[src/rtl/uart_rx_sequencer_if.sv]
// Received-byte bus: frame data and error flags from the sequencer, acknowledge from the consumer.
// Latency: wires only, no storage.
// Backpressure: dataValid holds until dataAck; a newer frame overwrites the old one and sets overrun.
// Ports: dataOut/dataValid/parityErr/frameErr/overrun (master drives), dataAck (slave drives).
interface uart_rx_sequencer_if #(
    parameter int DATA_BITS = 8
);
    logic [DATA_BITS-1:0] dataOut;
    logic                 dataValid;
    logic                 dataAck;
    logic                 parityErr;
    logic                 frameErr;
    logic                 overrun;

    modport master (
        output dataOut, dataValid, parityErr, frameErr, overrun,
        input  dataAck
    );

    modport slave (
        input  dataOut, dataValid, parityErr, frameErr, overrun,
        output dataAck
    );
endinterface

[src/rtl/uart_rx_sequencer.sv]
// UART receive sequencer: start detect, 16x bit-counter control, LSB-first frame assembly, parity/stop checks.
// Latency: received byte and flags are presented one cycle after the mid-bit event of the final stop bit.
// Backpressure: none on the line; an unacknowledged byte is overwritten by the next frame and overrun is flagged.
// Ports: clk, rst (sync, active-low); i_sampleTick, i_rxIn, i_shiftIn, i_strobeIn;
//        o_cntEnable, o_cntReset, o_busy; io_rx (master side of the received-byte bus).
module uart_rx_sequencer #(
    parameter int DATA_BITS  = 8,
    parameter int PARITY_EN  = 0,
    parameter int PARITY_ODD = 0,
    parameter int STOP_BITS  = 1
) (
    input  logic                clk,
    input  logic                rst,
    input  logic                i_sampleTick,
    input  logic                i_rxIn,
    input  logic                i_shiftIn,
    input  logic                i_strobeIn,
    output logic                o_cntEnable,
    output logic                o_cntReset,
    output logic                o_busy,
    uart_rx_sequencer_if.master io_rx
);

    localparam int             IW       = $clog2(DATA_BITS);
    localparam logic [IW-1:0]  LAST_IDX = IW'(DATA_BITS - 1);
    localparam logic           ODD_BIT  = (PARITY_ODD != 0);

    typedef enum logic [2:0] {
        S_IDLE,
        S_START,
        S_DATA,
        S_PARITY,
        S_STOP,
        S_BREAK
    } state_t;

    state_t               r_state;
    logic                 r_cnt_reset;
    logic [IW-1:0]        r_bit_idx;
    logic [DATA_BITS-1:0] r_shift;
    logic                 r_stop_idx;
    logic                 r_perr;
    logic                 r_ferr;
    logic                 r_rx_prev;
    logic                 r_shift_prev;
    logic                 r_strobe_prev;
    logic [DATA_BITS-1:0] r_data_out;
    logic                 r_data_valid;
    logic                 r_parity_err;
    logic                 r_frame_err;
    logic                 r_overrun;

    // The counter may hold shift/strobe high for several cycles; act only on the rising edge.
    logic w_mid_ev;
    logic w_end_ev;
    logic w_last_stop;
    assign w_mid_ev    = i_shiftIn  & ~r_shift_prev;
    assign w_end_ev    = i_strobeIn & ~r_strobe_prev;
    assign w_last_stop = (STOP_BITS == 1) || r_stop_idx;

    assign o_cntEnable = i_sampleTick & (r_state != S_IDLE) & (r_state != S_BREAK);
    assign o_cntReset  = r_cnt_reset;
    assign o_busy      = (r_state != S_IDLE);

    assign io_rx.dataOut   = r_data_out;
    assign io_rx.dataValid = r_data_valid;
    assign io_rx.parityErr = r_parity_err;
    assign io_rx.frameErr  = r_frame_err;
    assign io_rx.overrun   = r_overrun;

    always_ff @(posedge clk) begin
        if (!rst) begin
            r_state       <= S_IDLE;
            r_cnt_reset   <= 1'b1;
            r_bit_idx     <= '0;
            r_shift       <= '0;
            r_stop_idx    <= 1'b0;
            r_perr        <= 1'b0;
            r_ferr        <= 1'b0;
            r_rx_prev     <= 1'b1;
            r_shift_prev  <= 1'b0;
            r_strobe_prev <= 1'b0;
            r_data_out    <= '0;
            r_data_valid  <= 1'b0;
            r_parity_err  <= 1'b0;
            r_frame_err   <= 1'b0;
            r_overrun     <= 1'b0;
        end else begin
            r_rx_prev     <= i_rxIn;
            r_shift_prev  <= i_shiftIn;
            r_strobe_prev <= i_strobeIn;

            // Acknowledge retires the held byte; a completing frame below overrides this.
            if (r_data_valid && io_rx.dataAck) begin
                r_data_valid <= 1'b0;
                r_parity_err <= 1'b0;
                r_frame_err  <= 1'b0;
                r_overrun    <= 1'b0;
            end

            case (r_state)
                S_IDLE: begin
                    if (r_rx_prev && !i_rxIn) begin
                        r_state     <= S_START;
                        r_cnt_reset <= 1'b0;
                    end
                end
                S_START: begin
                    // Line back high at mid start bit is a glitch, not a frame.
                    if (w_mid_ev && i_rxIn) begin
                        r_state     <= S_IDLE;
                        r_cnt_reset <= 1'b1;
                    end else if (w_end_ev) begin
                        r_state    <= S_DATA;
                        r_bit_idx  <= '0;
                        r_stop_idx <= 1'b0;
                        r_perr     <= 1'b0;
                        r_ferr     <= 1'b0;
                    end
                end
                S_DATA: begin
                    // Shift in at the MSB so the first bit ends up at bit 0.
                    if (w_mid_ev) begin
                        r_shift <= {i_rxIn, r_shift[DATA_BITS-1:1]};
                    end else if (w_end_ev) begin
                        if (r_bit_idx == LAST_IDX) begin
                            r_state <= (PARITY_EN != 0) ? S_PARITY : S_STOP;
                        end else begin
                            r_bit_idx <= r_bit_idx + 1'b1;
                        end
                    end
                end
                S_PARITY: begin
                    if (w_mid_ev) begin
                        r_perr <= (^r_shift) ^ i_rxIn ^ ODD_BIT;
                    end else if (w_end_ev) begin
                        r_state <= S_STOP;
                    end
                end
                S_STOP: begin
                    if (w_mid_ev) begin
                        if (w_last_stop) begin
                            r_data_out   <= r_shift;
                            r_parity_err <= r_perr;
                            r_frame_err  <= r_ferr | ~i_rxIn;
                            r_data_valid <= 1'b1;
                            r_overrun    <= r_data_valid & ~io_rx.dataAck;
                            r_cnt_reset  <= 1'b1;
                            // A low final stop sample means the line is held in break.
                            r_state      <= i_rxIn ? S_IDLE : S_BREAK;
                        end else begin
                            r_ferr <= r_ferr | ~i_rxIn;
                        end
                    end else if (w_end_ev && !w_last_stop) begin
                        r_stop_idx <= 1'b1;
                    end
                end
                S_BREAK: begin
                    if (i_rxIn) begin
                        r_state <= S_IDLE;
                    end
                end
                default: begin
                    r_state     <= S_IDLE;
                    r_cnt_reset <= 1'b1;
                end
            endcase
        end
    end

endmodule

[src/flat_wrapper.sv]
// flat-port wrapper written by rule: the top's interface ports become plain ports
module uart_rx_sequencer_flat 
#(
    parameter int DATA_BITS  = 8,
    parameter int PARITY_EN  = 0,
    parameter int PARITY_ODD = 0,
    parameter int STOP_BITS  = 1
)
  (clk, rst, i_sampleTick, i_rxIn, i_shiftIn, i_strobeIn, o_cntEnable, o_cntReset, o_busy, io_rx_dataOut, io_rx_dataValid, io_rx_parityErr, io_rx_frameErr, io_rx_overrun, io_rx_dataAck);
  uart_rx_sequencer_if #(.DATA_BITS(DATA_BITS)) io_rx_i ();
  input  logic clk;
  input  logic rst;
  input  logic i_sampleTick;
  input  logic i_rxIn;
  input  logic i_shiftIn;
  input  logic i_strobeIn;
  output logic o_cntEnable;
  output logic o_cntReset;
  output logic o_busy;
  output wire logic [$bits(io_rx_i.dataOut)-1:0] io_rx_dataOut;
  output wire logic [$bits(io_rx_i.dataValid)-1:0] io_rx_dataValid;
  output wire logic [$bits(io_rx_i.parityErr)-1:0] io_rx_parityErr;
  output wire logic [$bits(io_rx_i.frameErr)-1:0] io_rx_frameErr;
  output wire logic [$bits(io_rx_i.overrun)-1:0] io_rx_overrun;
  input wire logic [$bits(io_rx_i.dataAck)-1:0] io_rx_dataAck;
  assign io_rx_dataOut = io_rx_i.dataOut;
  assign io_rx_dataValid = io_rx_i.dataValid;
  assign io_rx_parityErr = io_rx_i.parityErr;
  assign io_rx_frameErr = io_rx_i.frameErr;
  assign io_rx_overrun = io_rx_i.overrun;
  assign io_rx_i.dataAck = io_rx_dataAck;
  uart_rx_sequencer #(.DATA_BITS(DATA_BITS), .PARITY_EN(PARITY_EN), .PARITY_ODD(PARITY_ODD), .STOP_BITS(STOP_BITS)) u_core (.clk(clk), .rst(rst), .i_sampleTick(i_sampleTick), .i_rxIn(i_rxIn), .i_shiftIn(i_shiftIn), .i_strobeIn(i_strobeIn), .o_cntEnable(o_cntEnable), .o_cntReset(o_cntReset), .o_busy(o_busy), .io_rx(io_rx_i));
endmodule
[config.mk]
export PLATFORM = sky130hd
export DESIGN_NAME = uart_rx_sequencer_flat
export DESIGN_NICKNAME = d
export VERILOG_FILES = /design/src/rtl/uart_rx_sequencer_if.sv /design/src/rtl/uart_rx_sequencer.sv /design/src/flat_wrapper.sv
export SDC_FILE = /design/constraint.sdc
export NUM_CORES = 1
export LEC_CHECK = 0
export ABC_AREA = 1
export BUFFER_PORTS_ARGS = -buffer_cell sky130_fd_sc_hd__buf_2
export CORE_ASPECT_RATIO = 1.1
export CORE_MARGIN = 2
export CORE_UTILIZATION = 45
export DETAILED_ROUTE_END_ITERATION = 7
export GPL_ROUTABILITY_DRIVEN = 1
export GPL_TIMING_DRIVEN = 1
export PLACE_DENSITY_LB_ADDON = 0.25
export SETUP_SLACK_MARGIN = 0.1
export SYNTH_ARGS = -nofsm -noshare
export SYNTH_HDL_FRONTEND = slang
export SYNTH_SLANG_ARGS = --single-unit
export TNS_END_PERCENT = 50
[constraint.sdc]
create_clock -name clk -period 1.7 [get_ports clk]
set_clock_uncertainty 0.1 [all_clocks]
set_input_delay 0.085 -clock clk [delete_from_list [all_inputs] [get_ports clk]]
set_output_delay 0.085 -clock clk [all_outputs]
set_load 0.01 [all_outputs]
Yosys cells after proc, flatten, opt, wreduce, memory -nomap -nowiden
Cells that the tools add are included.
{ "totals": {"reg_bits": 31, "inputBits": 7, "output_inout_bits": 15} }
{ "op_classes": {"addsub": 1, "n_eq_ne": 21, "mux": 38, "n_bitwise": 11, "n_reduce_logical": 16} }
{ "op_table": {"columns": ["op", "count"], "rows": [
  ["3-bit 2-to-1 mux", 16],
  ["1-bit 2-to-1 mux", 18],
  ["3-bit one-hot mux with 6 select lines", 1],
  ["2-bit by 1-bit inequality test with 1-bit output, second input constant", 8],
  ["2-bit inequality test, second input constant", 5],
  ["3-bit == test, second input constant", 3],
  ["9-bit AND reduction", 1],
  ["4-bit AND reduction", 2],
  ["8-bit XOR reduction", 1],
  ["3-bit by 2-bit == test with 1-bit output, second input constant", 2],
  ["3-bit one-hot mux with 2 select lines", 1],
  ["6-bit AND reduction", 1],
  ["1-bit AND", 5],
  ["1-bit NOT", 5],
  ["1-bit one-hot mux with 4 select lines", 1],
  ["2-bit AND reduction", 2],
  ["2-bit nonzero test", 2],
  ["3-bit by 1-bit adder with 3-bit output, second input constant", 1],
  ["3-bit by 1-bit == test with 1-bit output, second input constant", 1],
  ["1-bit logical AND", 3],
  ["3-bit zero test", 1],
  ["3-bit by 1-bit inequality test with 1-bit output, second input constant", 1],
  ["3-bit inequality test, second input constant", 1],
  ["3-bit nonzero test", 1],
  ["other kinds (4)", 4]
]} }

Longest topological paths before layout
Gate-level depths: netlist of the first run.
{ "depth": {"depth_word": 5, "mapped_depth": 11, "mapped_depth_nobuf": 11} }

Worst setup path after synthesis of the first run
Ideal clock, no wire load.
{ "synth_path": {"kind": "reg2reg", "startpoint": "register u_core.r_bit_idx[0]", "endpoint": "register u_core.r_state[0]", "setup_ns": 0.114, "arrival_time_ns": 1.124, "t_required_ns": 1.486, "path_slack_ns": 0.362, "stages_incl_launch_ff": 11, "cell_sequence": "dfxtp_1 ha_1 ha_1 inv_1 nand2_2 nand2_1 a21oi_2 nand2_2 inv_2 nor2_1 nor2_2"} }
{ "synth_via": {"elab_chain_len": 3} }
{ "synth_rtl": {"columns": ["element", "line", "rtl"], "rows": [
  ["start, declared", "uart_rx_sequencer.sv:39", "logic [IW-1:0] r_bit_idx;"],
  ["start signal, assigned", "uart_rx_sequencer.sv:129", "r_bit_idx <= r_bit_idx + 1'b1;"],
  ["3-bit == test", "uart_rx_sequencer.sv:126", "if (r_bit_idx == LAST_IDX) begin"],
  ["2-bit by 1-bit inequality test with 1-bit output (no source line)", null, null],
  ["9-bit AND reduction (no source line)", null, null],
  ["end signal, assigned", "uart_rx_sequencer.sv:127", "r_state <= (PARITY_EN != 0) ? S_PARITY : S_STOP;"],
  ["end signal, assigned", "uart_rx_sequencer.sv:150", "r_state <= i_rxIn ? S_IDLE : S_BREAK;"],
  ["end, declared", "uart_rx_sequencer.sv:37", "state_t r_state;"]
]} }
No other way between the ends.
A chain may end at the register's enable or synchronous reset.

Final worst setup path of the first run
{ "layout_path": {"startpoint": "register u_core.r_state[0]", "endpoint": "output o_cntEnable"} }
{ "layout_via": {"elab_chain_len": 3} }
{ "layout_rtl": {"columns": ["element", "line", "rtl"], "rows": [
  ["3-bit nonzero test", "uart_rx_sequencer.sv:61", "assign o_cntEnable = i_sampleTick & (r_state != S_IDLE) & (r_state != S_BREAK);"],
  ["1-bit AND", "uart_rx_sequencer.sv:61", null],
  ["1-bit AND (*)", "uart_rx_sequencer.sv:61", null],
  ["end, declared", "flat_wrapper.sv:17", "output logic o_cntEnable;"]
]} }
Every way passes the cells marked *; elsewhere a longest branch is shown, timed or not.

==> run metrics, run 1 <==
status finished, final reports clean; hpwl dp 2.200 mm; Rel. slew slack 79.25%; total CTS buffers 5; EDFF count, synth 0; Adder-Cell Fraction of Synth Area 1.656%; measured slew at the worst slew-check pin 0.3109 ns; Synth top area share 41.06%; Seq. cell area 621.8 um2; largest area contributor in the netlist dfxtp_1; total gr overflow 0; Cells after DPL 272; port bufs 21; core area 0.003276 mm2; Cell Area, Placed 0.001654 mm2; clk sinks 31; Die Y-Extent 64.79 um; Synth Area in Simple Gates 29.72%; Final Hold Violating Endpoints 0; root buf cell clkbuf_4; Synth cell types 26; htree depth 2; Final period util 90.39%; area growth from synthesis to layout 16.31%; Syn Inst Count 216; Yosys reg bits 31; Ys Warns 0; Worst EP arrival 1.35 ns; vias in the first global route 1205; nets 257; gpl congestion 0.8027; top_reg_cell synth dfxtp_1; Starting Density 46.14%; full die area 0.003839 mm2; Max Slew Vio Count 0; mux contribution to synthesized area 0%; RSZ-0062 raised after global routing true; Worst R2R Setup Slack 0.23 ns; largest family of logic cells by synthesized area simple AND/OR/NAND/NOR gates; Post-synth top cells 36 x nand2_1, 36 x nor2_1, 31 x dfxtp_1, 27 x inv_1, 22 x o21ai_0; crit path max fanout 6; post-route design area 0.001758 mm2; maximum clock path buffer count 2; async set-reset flop share out of synthesis 0%; # diodes 0; max frequency 0.6508 GHz; via/cell ratio 4.846; Worst Hold Class input pin to flip-flop; Setup-failing EPs final 0; fraction of layout cells with a size suffix above 1 22.09%; CTS tree yes; ranking of synthesized cells by area dfxtp_1 41%, nand2_1 8.9%, nor2_1 8.9%; Final Routed Wirelength 3.026 mm; Total Routing Usage GR 17.63%; Synth Net Count 225; Routed Antenna Nets 0; largest net degree at the start of global routing 18; sequential fraction of the synthesis area 41.06%; setup tns final 0 ns; DRC violation count after routing 0; Die Wd 59.26 um; initial antenna violation count 0; Top Ports 22; vias 1381; max-cap viol count 0; Mapped Area 0.001511 mm2; row cnt 22; DR WL/cell 10.62 um; CP Class flip-flop to output pin; Setup crit end kind output pin; first-pass GRT wire length 5.154 mm; pwr dens 1435 mW/mm2; drt first-iter violations 60; Multi-input gate area 745.7 um2; Worst VDD drop 749.9 uV; fin crit period 1.537 ns; drt first pass iters 5; clk_lat worst skew 0.33 ns; Compound-Gate Fraction of Synth Area 15.89%; Pleak 0.8972 nW; Startpoint Class flip-flop; Avg Cell Area, Syn 6.997 um2; fin cells 285; layout filler cell count 333; Synth Area in XOR/XNOR 1.738%; Worst Path Required 1.51 ns; clk slew on worst S/H paths 0.10 ns
==> worst paths after layout <==
check / cells past startpoint / to / start
min: 3 / u_core.r_rx_prev$_SDFF_PN1_ / i_rxIn
min reg2reg: 2 / u_core.o_cntReset$_SDFFE_PN1P_ / u_core.o_cntReset$_SDFFE_PN1P_
max: 7 / o_cntEnable / u_core.r_state[0]$_SDFFE_PN0P_
max reg2reg: 7 / u_core.r_state[0]$_SDFFE_PN0P_ / u_core.r_state[0]$_SDFFE_PN0P_
==> per-layer routing <==
layer / vias up / track usage [%] / share of wire, %
met5: - / 0 / 0
met3: 6 / 7.385 / 5.2
met2: 27 / 27.06 / 47
li1: 747 / - / -
met4: 0 / 4.261 / 0.89
met1: 601 / 22.70 / 47
==> report_power, final <==
| group | leakage (nW) | switching [mW] | internal, mW |
|---|---|---|---|
| Combinational | 0.615 | 0.701 | 0.429 |
| Sequential | 0.253 | 0.132 | 0.857 |
| Clock | 0.0293 | 0.242 | 0.161 |
==> logic make-up after synthesis <==
| family | Yosys count |
|---|---|
| buffers and inverters | 36 |
| adders and majority gates | 2 |
| AOI/OAI and AO/OA | 44 |
| and+or+nand+nor | 100 |
| DFF | 31 |
| xor gates and xnor gates | 3 |
==> timing repair <==
item | CTS | global route
endpoints found under the setup margin | 1 | 5
endpoints found under the hold margin | 5 | 0
pin swaps | 1 | 1
resized for setup | 0 | 2
setup buffers | 0 | 1
hold buffers | 4 | 0
==> cell type report <==
cell class / count / area share, %
Inverter: 32 / 6.833
Sequential cell: 31 / 35.37
Multi-Input combinational cell: 149 / 42.42
Clock buffer: 7 / 2.562
Tap cell: 36 / 2.562
Clock inverter: 1 / 0.2847
Timing Repair Buffer: 29 / 9.964
==> worst max-delay path, cell delays in order, from the launching register on <==
cell and delay [ns]:
dfxtp_1 0.41, nor2_4 0.15, inv_2 0.04, nor2_2 0.13
inv_1 0.07, nand2_1 0.06, nor2_1 0.03, buf_2 0.14
==> state kept, by name (all words and copies together), names as in the netlist <==
| register | cells |
|---|---|
| u_core.io_rx.frameErr | 1 |
| u_core.r_shift_prev | 1 |
| u_core.r_rx_prev | 1 |
| u_core.r_shift | 8 |
| u_core.r_state | 3 |
| u_core.r_perr | 1 |
| u_core.r_strobe_prev | 1 |
| u_core.io_rx.parityErr | 1 |
| u_core.io_rx.overrun | 1 |
| u_core.r_bit_idx | 3 |
| u_core.io_rx.dataValid | 1 |
| u_core.io_rx.dataOut | 8 |
| u_core.o_cntReset | 1 |
==> layout by cell type (no fill, tap or decap), drive strengths merged <==
cell | netlist | layout
nand3 | 10 | 10
ha | 2 | 2
clkbuf | 1 | 7
a21oi | 17 | 17
xor2 | 1 | 1
inv | 32 | 32
xnor2 | 2 | 2
nand2 | 44 | 44
nand4 | 1 | 1
buf | 3 | 25
o21ai | 24 | 24
o21bai | 1 | 1
nor3 | 3 | 3
dfxtp | 31 | 31
nor2 | 42 | 42
a211oi | 2 | 2
dlygate4sd3 | 0 | 4
clkinv | 0 | 1
==> through the flow <==
step | hold slack (ns) | total power, mW | worst slack, ns | util (%)
6_report | 0.07573 | 2.522 | 0.1633 | 53.67
5_1_grt | 0.08921 | 2.769 | 0.03072 | 53.67
4_1_cts | 0.07270 | 2.525 | 0.1066 | 53.25
3_5_place_dp | 0.1825 | 2.110 | 0.1983 | 50.50
3_3_place_gp | 0.1777 | 2.105 | 0.2042 | 50.50
2_1_floorplan | 0.06963 | 1.866 | 0.3620 | -
Note: power is estimated with default switching activity, not from simulation.
==> inputs of run 2 (changes only) <==
--- a/config.mk
+++ b/config.mk
@@ -7,7 +7,7 @@
 export LEC_CHECK = 0
 export ABC_AREA = 1
 export BUFFER_PORTS_ARGS = -buffer_cell sky130_fd_sc_hd__buf_2
-export CORE_ASPECT_RATIO = 1.1
+export CORE_ASPECT_RATIO = 0.8
 export CORE_MARGIN = 2
 export CORE_UTILIZATION = 45
 export DETAILED_ROUTE_END_ITERATION = 7
==> run metrics, run 2 (same netlist as run 1, synthesis figures left out) <==
clk_lat worst skew 0.29 ns (-0.04 ns); most frequent cells in the layout 36 x nand2_1, 35 x nor2_1, 29 x dfxtp_1, 26 x inv_1, 22 x o21ai_0; total CTS buffers 5 (unchanged); P_sw 1.136 mW (+5.6%); hold path endpoint u_core.r_rx_prev$_SDFF_PN1_; Worst EP arrival 1.64 ns (+0.29 ns); Final period util 89.02% (-1.4 points); Worst R2R Setup Slack 0.19 ns (-0.04 ns); Rel. slew slack 80.27% (+1.0 points); Die Wd 68.80 um (+16%); htree depth 2 (unchanged); pwr dens 1481 mW/mm2 (+3.2%); Pwr Total 2.737 mW (+8.5%); fin crit period 1.513 ns (-0.02336 ns); max-cap viol count 0 (unchanged); Starting Density 47.94% (+1.8 points); CTS tree yes; setup tns final 0 ns (unchanged); Hold Path Origin i_rxIn; Final WS setup 0.1867 ns (+0.02335 ns); nets 261 (+1.6%); Final Hold Violating Endpoints 0 (unchanged); status finished, final reports clean; core area 0.003153 mm2 (-3.7%); Power Internal 1.601 mW (+11%); full die area 0.003841 mm2 (about the same); Setup crit end kind flip-flop; Die Y-Extent 55.84 um (-14%); area growth from synthesis to layout 22.27%; Worst Path Required 1.83 ns (+0.32 ns); gpl congestion 0.8143 (+1.4%); fin util 58.61% (+4.9 points); Pleak 0.9293 nW (+3.6%); # diodes 0 (unchanged); measured slew at the worst slew-check pin 0.2956 ns (-0.01524 ns); clk sinks 31 (unchanged); DRC violation count after routing 0 (unchanged); Worst VDD drop 953.2 uV (+27%); fraction of layout cells with a size suffix above 1 24.90% (+2.8 points); drt first pass iters 4 (-1); Routed Antenna Nets 0 (unchanged); via/cell ratio 4.765 (-1.7%); Worst Hold Class input pin to flip-flop; Worst R2R End u_core.r_shift[2]$_SDFFE_PN0P_; maximum clock path buffer count 2 (unchanged); Combinational Power Share 43.0% (-1.8 points); Sequential Power Share 36.2% (-3.0 points); Sw Ratio 41.50% (-1.1 points); CP Class flip-flop to flip-flop; pre-CTS setup slack 0.1594 ns (-0.03896 ns); Top Ports 22 (unchanged); most common cell after layout, fill and taps aside nand2_1; DR WL/cell 10.69 um (+0.71%); Setup-failing EPs final 0 (unchanged); RSZ-0062 raised after global routing true; total gr overflow 0 (unchanged); clock power share 20.7% (+4.7 points); vias 1396 (+1.1%); max frequency 0.6608 GHz (+1.5%); row cnt 18 (-18%); Total Routing Usage GR 18.72% (+1.1 points); Hold Path Stages 3 (unchanged); Final Hold Slack 0.08003 ns (+0.004296 ns); largest net degree at the start of global routing 22 (+4); root buf cell clkbuf_8; r2r worst-path depth 7 (unchanged); clk slew on worst S/H paths 0.07 ns (-0.03 ns); Max Slew Vio Count 0 (unchanged); Final Routed Wirelength 3.133 mm (+3.5%); R2R Path Start u_core.r_state[1]$_SDFFE_PN0P_; crit path max fanout 7 (+1); first-pass GRT wire length 5.285 mm (+2.5%); drt first-iter violations 63 (+5.0%); Startpoint Class flip-flop; port bufs 21 (unchanged); hpwl dp 2.234 mm (+1.6%); initial antenna violation count 0 (unchanged); vias in the first global route 1214 (+0.75%)
## run 2: repair_timing
item,CTS,global route
hold buffers,5,0
endpoints found under the hold margin,6,0
buffers inserted,0,5
endpoints found under the setup margin,0,12
gates resized for setup,0,8
## run 2: power groups by stage
stage	Clock [mW]	Sequential, mW	Combinational [mW]
5_1_grt	0.611	1.01	1.35
3_3_place_gp	0	0.992	1.10
4_1_cts	0.591	0.982	1.13
3_5_place_dp	0	0.998	1.11
2_1_floorplan	0	0.998	0.867
6_report	0.567	0.992	1.18
## run 2: worst max-delay path by stage
stage	startpoint	to	slack [ns]
CTS	u_core.r_state[0]$_SDFFE_PN0P_	o_cntEnable	0.14
detailed placement	u_core.r_state[1]$_SDFFE_PN0P_	u_core.r_shift[3]$_SDFFE_PN0P_	0.16
global route	u_core.r_state[1]$_SDFFE_PN0P_	u_core.r_shift[2]$_SDFFE_PN0P_	0.07
finish	u_core.r_state[1]$_SDFFE_PN0P_	u_core.r_shift[2]$_SDFFE_PN0P_	0.19
floorplan	u_core.r_bit_idx[0]$_SDFFE_PN0P_	u_core.r_state[0]$_SDFFE_PN0P_	0.36
global placement	u_core.r_state[2]$_SDFFE_PN0P_	u_core.r_shift[3]$_SDFFE_PN0P_	0.21
## run 2: layout make-up
cell class	count	area (um2)
clock inverters	2	12.51
multi-input cells	149	762.0
repair buffers	33	207.7
flip-flops and latches	31	623.1
fillers	327	1305
inverters	32	120.1
well taps	40	50.05
clock buffers	6	72.57
## run 2: per-layer routing
metal | vias to the layer above | routed length, um | global-route usage (%)
li1 | 753 | - | -
met1 | 609 | 1640 | 26.73
met2 | 26 | 1242 | 23.90
met3 | 8 | 160 | 5.668
met4 | 0 | 89 | 11.76
met5 | - | 0 | 0
## run 2: per-stage QoR
| step | cells | cell area [um2] |
|---|---|---|
| detailed placement | 275 | 1652 |
| CTS | 288 | 1787 |
| floorplan | 216 | 1511 |
| global route | 293 | 1848 |
| global placement | 275 | 1652 |
| finish | 293 | 1848 |
## run 2: worst max-delay path, stage by stage (launching register included)
cell and delay, ns:
dfxtp_1 0.44, nand2_2 0.13, nor2_4 0.18, inv_2 0.07, nor2_4 0.19, buf_4 0.15
o21ai_0 0.07, a21oi_1 0.12
